### config.mk
export PLATFORM = sky130hd
export DESIGN_NAME = fetch_unit
export DESIGN_NICKNAME = d
export VERILOG_FILES = /design/src/rtl/fetch_unit.sv
export SDC_FILE = /design/constraint.sdc
export NUM_CORES = 1
export LEC_CHECK = 0
export ABC_AREA = 1
export BUFFER_PORTS_ARGS = -buffer_cell sky130_fd_sc_hd__buf_2
export CAP_MARGIN = 20
export CORE_ASPECT_RATIO = 0.7
export CORE_MARGIN = 8
export CORE_UTILIZATION = 51
export DETAILED_ROUTE_END_ITERATION = 10
export PLACE_DENSITY = 0.87
export SETUP_SLACK_MARGIN = 0.4
export SYNTH_ARGS = -nofsm -noshare
export SYNTH_HDL_FRONTEND = slang
export SYNTH_SLANG_ARGS = --single-unit
### constraint.sdc
create_clock -name clk -period 1.9 [get_ports clk]
set_input_delay 0.19 -clock clk [delete_from_list [all_inputs] [get_ports clk]]
set_output_delay 0.19 -clock clk [all_outputs]
set_load 0.05 [all_outputs]
### src/rtl/fetch_unit.sv
// fetch_unit
//   Program counter and fetch stage for the 9-bit-instruction core. Presents
//   the PC to a combinational instruction ROM and registers the returned word
//   into the fetch/decode pipeline register. Supports stall, branch redirect
//   with wrong-path squash, start from IDLE and a halt that is sticky until
//   reset.
//
// Ports
//   clk            rising-edge clock
//   reset          synchronous, active-high reset
//   start          one-cycle pulse: IDLE -> RUN
//   stall          downstream not ready; hold PC and IR
//   branch_taken   redirect request from execute
//   branch_target  absolute target PC
//   halt           stop fetching (sticky until reset)
//   rom_addr       ROM address (= current PC)
//   rom_instr      ROM data for rom_addr, same cycle
//   instr_out      registered instruction to decode
//   instr_pc       PC of instr_out
//   instr_valid    instr_out is a real instruction
//   halted         FSM is in HALTED
//   fetch_count    instructions issued, saturating at 16'hFFFF
module fetch_unit #(
  parameter int unsigned          ADDR_W   = 8,
  parameter int unsigned          INSTR_W  = 9,
  parameter logic [ADDR_W-1:0]    RESET_PC = '0
) (
  input  logic               clk,
  input  logic               reset,
  input  logic               start,
  input  logic               stall,
  input  logic               branch_taken,
  input  logic [ADDR_W-1:0]  branch_target,
  input  logic               halt,
  output logic [ADDR_W-1:0]  rom_addr,
  input  logic [INSTR_W-1:0] rom_instr,
  output logic [INSTR_W-1:0] instr_out,
  output logic [ADDR_W-1:0]  instr_pc,
  output logic               instr_valid,
  output logic               halted,
  output logic [15:0]        fetch_count
);

  typedef enum logic [1:0] {
    IDLE   = 2'd0,
    RUN    = 2'd1,
    HALTED = 2'd2
  } state_t;

  state_t            state;
  logic [ADDR_W-1:0] pc;

  assign rom_addr = pc;
  assign halted   = (state == HALTED);

  always_ff @(posedge clk) begin
    if (reset) begin
      state       <= IDLE;
      pc          <= RESET_PC;
      instr_out   <= '0;
      instr_pc    <= '0;
      instr_valid <= 1'b0;
      fetch_count <= '0;
    end else begin
      case (state)
        IDLE: begin
          instr_valid <= 1'b0;
          if (start) state <= RUN;
        end
        RUN: begin
          if (halt) begin
            state       <= HALTED;
            instr_valid <= 1'b0;
          end else if (branch_taken) begin
            // Redirect squashes the word fetched at the old PC this cycle.
            pc          <= branch_target;
            instr_valid <= 1'b0;
          end else if (!stall) begin
            instr_out   <= rom_instr;
            instr_pc    <= pc;
            instr_valid <= 1'b1;
            pc          <= pc + ADDR_W'(1);
            if (fetch_count != 16'hFFFF) fetch_count <= fetch_count + 16'd1;
          end
        end
        HALTED: begin
          instr_valid <= 1'b0;
        end
        default: begin
          state       <= IDLE;
          instr_valid <= 1'b0;
        end
      endcase
    end
  end

endmodule
[After elaboration in Yosys (flattened, before gate mapping)]
Cells that the tools add are included.
Word-level totals
  bits of input ports: 23
  output and inout port bits: 43
  register bits: 44
  logic and storage cells: 30
Operators by class
  multiplexer cells: 5
  reduce and logical (&&, ||, !) cells: 6
  equality and inequality tests: 6
  $add $sub $neg: 2
  bitwise operators: 5
Operator list (number)
  $add A16 B1 Y16 const B: 1
  $mux W8: 2
  $ne A16 B16 Y1 const B: 1
  $add A8 B1 Y8 const B: 1
  $pmux W2 S3: 1
  $reduce_and A3 Y1: 2
  $not A1 Y1: 5
  $reduce_and A5 Y1: 1
  $mux W2: 2
  $ne A2 B2 Y1 const B: 2
  $reduce_and A4 Y1: 1
  $reduce_or A4 Y1: 1
  $eq A2 B1 Y1 const B: 1
  $eq A2 B2 Y1 const B: 1
  $logic_not A2 Y1: 1
  $ne A2 B1 Y1 const B: 1

[Logic depth before layout (Yosys ltp)]
  depth in word-level cells: 3
  mapped depth: 9
  gate-level depth less buffers: 8

[Worst setup path after synthesis]
No wires, ideal clock.
  kind: reg-to-reg
  from: register fetch_count[0]
  to: register fetch_count[7]
  stages on the path, launching flop included: 10
  data arrival time: 1.901 ns
  buffers on the path: 1
  required time: 1.762 ns
  setup time: 0.138 ns
  setup slack: -0.139 ns
  clock period less this slack: 2.039 ns
  path through: dfxtp_1 -> ha_1 -> nand3_2 -> inv_2 -> nand2_2 -> o21ai_4 -> inv_2 -> buf_6 -> nand2_1 -> a21oi_2
On the way
  word-level cells in the longest chain between the ends: 2
  elaborated cells between the ends (all ways): 3
  classes of those cells: add/sub (1); eq/ne (1); reduce/logical (1)
RTL lines
  start, declared: RTL line 41  | output logic [15:0] fetch_count
  start signal, assigned: RTL line 83  | if (fetch_count != 16'hFFFF) fetch_count <= fetch_count + 16'd1;
  branches (longest 2 deep; another with $add A16 B1 Y16)
Parallel ways; which one is timed is not known.
A chain may end at the register's enable or synchronous reset.

[Final worst setup path]
  from: register fetch_count[0]
  to: register fetch_count[12]
The elaborated chain is that of the path after synthesis.

==> results.md <==
- Number of I/O pins: 66
- Min-Delay Path Class: in2reg
- DP Worst Slack: 0.332 ns
- Top post-synthesis cells by area: dfxtp_1 (41%), nand2_1 (13%), nor2_1 (8.5%)
- Number of global-route vias before repair: ~2000
- CTS clock-pin slew for the worst setup and hold paths: 0.08 ns
- Buffers on Ports: 65
- Initial antenna violation count: 0
- Crit Path Class: reg2reg
- Antenna diode count: 0
- H-tree lvl count: 2
- Area leader, netlist: dfxtp_1
- Row cnt: 19
- Die height: approximately 70 um
- Hold path start: rom_instr[1]
- CP Capture Type: flip-flop
- Antenna viol nets, final: 0
- Flops & latches, synth: 44
- Fin nets: approximately 420
- Commonest non-fill, non-tap cell in the layout: nand2_1
- Total gr overflow: 0
- Max Slew Vio Count: 0
- Area growth syn-to-layout: 31.3%
- Cell Chain, Critical Path: ha_4 -> nand3_4 -> inv_4 -> nand2_4 -> o21ai_4 -> buf_6 -> buf_4 -> nand2_1 -> a21oi_2
- Post-Synthesis Cells: between 300 and 400
- Hold_ws: 0.140 ns
- Detailed placement HPWL: 4240 um
- Worst Path Required: 2.13 ns
- Critical Path AT: about 1.7 ns
- Cell Pwr Density: 621 nW/um^2
- Most frequent cells in the layout: nand2_1 (77), buf_2 (65), nor2_1 (46)
- Design Area, Final: ~2800 um^2
- DRT Pass-1 Iters: 7
- Layout cell share with drive strength beyond 1: 0.347
- P_sw: about 470 uW
- Vias after detailed routing: 2411
- CP startpoint: fetch_count[0]$_SDFFE_PP0P_
- Die W: 93.8 um
- Clk buf depth: 2
- DIE AREA: 6610 um^2
- Synth Net Count: between 300 and 400
- WL final: 6460 um
- First-pass GRT wire length: 9880 um
- GRT Resource Usage Total: 0.182
- Num Clock Sinks: 44
- Dpl cell area: 2570 um^2
- RR Startpoint: fetch_count[0]$_SDFFE_PP0P_
- RSZ-0062 raised after global routing: no
- Max-cap violations: 0
- Cell Int Power: 1.29 mW
- Core Box Area: 3990 um^2
- Final min period: 1.49 ns
- Yosys top cell area share: 0.408
- Crit path launch type: flip-flop
- Clk network pwr share: 0.346
- Comb pwr share: 0.117
- Slew @ Worst Pin: 0.428 ns
- Status: finished clean
- DRC viols: 0
- Final Setup Violations: 0
- Setup ws final: 0.414 ns
- Root buf cell: clkbuf_8
- Gp weighted congestion: 0.956
- Fin. Hold Viols: 0
- Largest net degree at the start of global routing: 25
- Achievable Freq: between 600 and 700 MHz
- Synth warnings: 0
- Post-Route Skew: 0.00714 ns
- Max IR drop VDD: 0.381 mV
- Distinct cells, synth: 26
- Headroom to the max-slew limit: 0.714
- CP peak stage delay: approximately 0.38 ns
- Worst Path Max Fanout: 7
- Net Sw Frac: 0.266
- Period utilisation layout: 0.782
- Initial Util: 0.541
- CTS tree: built
- Total CTS buffers: 5
- Via density: 5.39
- Syn_area_per_cell: 6.86 um^2
- Routed WL per cell: 14.4 um
- First DRT Iteration DRCs: 235
- Clock latency on the worst-skew pair: 0.30 ns
- Number of fill cells: approximately 320
- Slowest cell on the critical path: dfxtp_4
- Seq pwr share: 0.538
- Mapped cell area: 2160 um^2
- R2R Setup Slk: 0.41 ns
- Register area share after synthesis: 0.408
- Pleak: approximately 1.2 nW
- Setup_tns: 0 ns
==> critical path, delay by kind of cell (launching register included) <==
kind            cells  cell delay, ns
fa+ha+maj           1            0.17
compound gates      2            0.28
simple gates        3            0.21
buf+inv             3            0.37
flops               1            0.38
==> registers in the layout, summed over array words and instances, names as in the netlist <==
register / flops
fetch_count: 16
instr_out: 9
instr_pc: 8
instr_valid: 1
rom_addr: 8
state: 2
==> power by group through the flow <==
stage               clock network, mW  registers (mW)  logic, mW
global route                    0.678           0.950      0.222
floorplan                           0            1.03     0.0800
global placement                    0           0.974      0.187
detailed placement                  0           0.974      0.190
CTS                             0.619           0.951      0.197
finish                          0.609           0.947      0.205
==> layer usage <==
metal | up-vias | global-route usage | share of wire | wire, um
li1 | 1172 | - | - | -
met1 | 1117 | 0.241 | 0.43 | 2790
met2 | 109 | 0.273 | 0.46 | 3000
met3 | 13 | 0.0523 | 0.085 | 551
met4 | 0 | 0.0578 | 0.017 | 111
met5 | - | 0 | 0 | 0
==> timing repair <==
| action | CTS | global route |
|---|---|---|
| setup buffers | 6 | 7 |
| resized for setup | 2 | 20 |
| hold endpoints to repair | 0 | 0 |
| pin swaps | 1 | 5 |
| cloned | 1 | 0 |
| endpoints found under the setup margin | 16 | 24 |
| hold buffers | 0 | 0 |
==> cell type report <==
| type | count | area, um^2 | area share |
|---|---|---|---|
| timing repair buffer | 84 | 483 | 0.170 |
| inverter | 27 | 111 | 0.0393 |
| clock buffer | 7 | 86.3 | 0.0304 |
| tap | 52 | 65.1 | 0.0229 |
| multi-input combinational | 232 | 1160 | 0.410 |
| sequential | 44 | 920 | 0.324 |
| clock inverter | 1 | 7.51 | 0.00265 |
==> path summary, 6_finish.rpt <==
check,cells past startpoint,endpoint
worst max register to register,9,fetch_count[12]$_SDFFE_PP0P_
worst max-delay path,9,fetch_count[12]$_SDFFE_PP0P_
worst min register to register,2,instr_out[4]$_SDFFE_PP0P_
worst min-delay path,3,instr_out[1]$_SDFFE_PP0P_
==> cells by family after synthesis <==
| family | synth area share |
|---|---|
| compound gates | 0.170 |
| fa+ha+maj | 0.0116 |
| xor+xnor | 0.0324 |
| simple gates | 0.301 |
| buf+inv | 0.0765 |
| flops | 0.408 |
==> metrics by stage <==
step / instances / power [mW] / util
4_1_cts: 440 / 1.77 / 0.681
2_1_floorplan: 315 / 1.11 / -
5_1_grt: 447 / 1.85 / 0.710
6_report: 447 / 1.76 / 0.710
3_3_place_gp: 425 / 1.16 / 0.643
3_5_place_dp: 425 / 1.16 / 0.643
==> cells in the mapped netlist (all sizes together) <==
| master | n |
|---|---|
| nand2 | 79 |
| nor2 | 53 |
| dfxtp | 44 |
| o21ai | 33 |
| a21oi | 31 |
| inv | 27 |
| nand3 | 14 |
| buf | 8 |
| nand4 | 6 |
| clkbuf | 4 |
| xnor2 | 4 |
| xor2 | 4 |
| ha | 2 |
| nor3 | 2 |
| or2 | 2 |
| a31oi | 1 |
| o211ai | 1 |
Note: power is estimated with default switching activity, not from simulation.
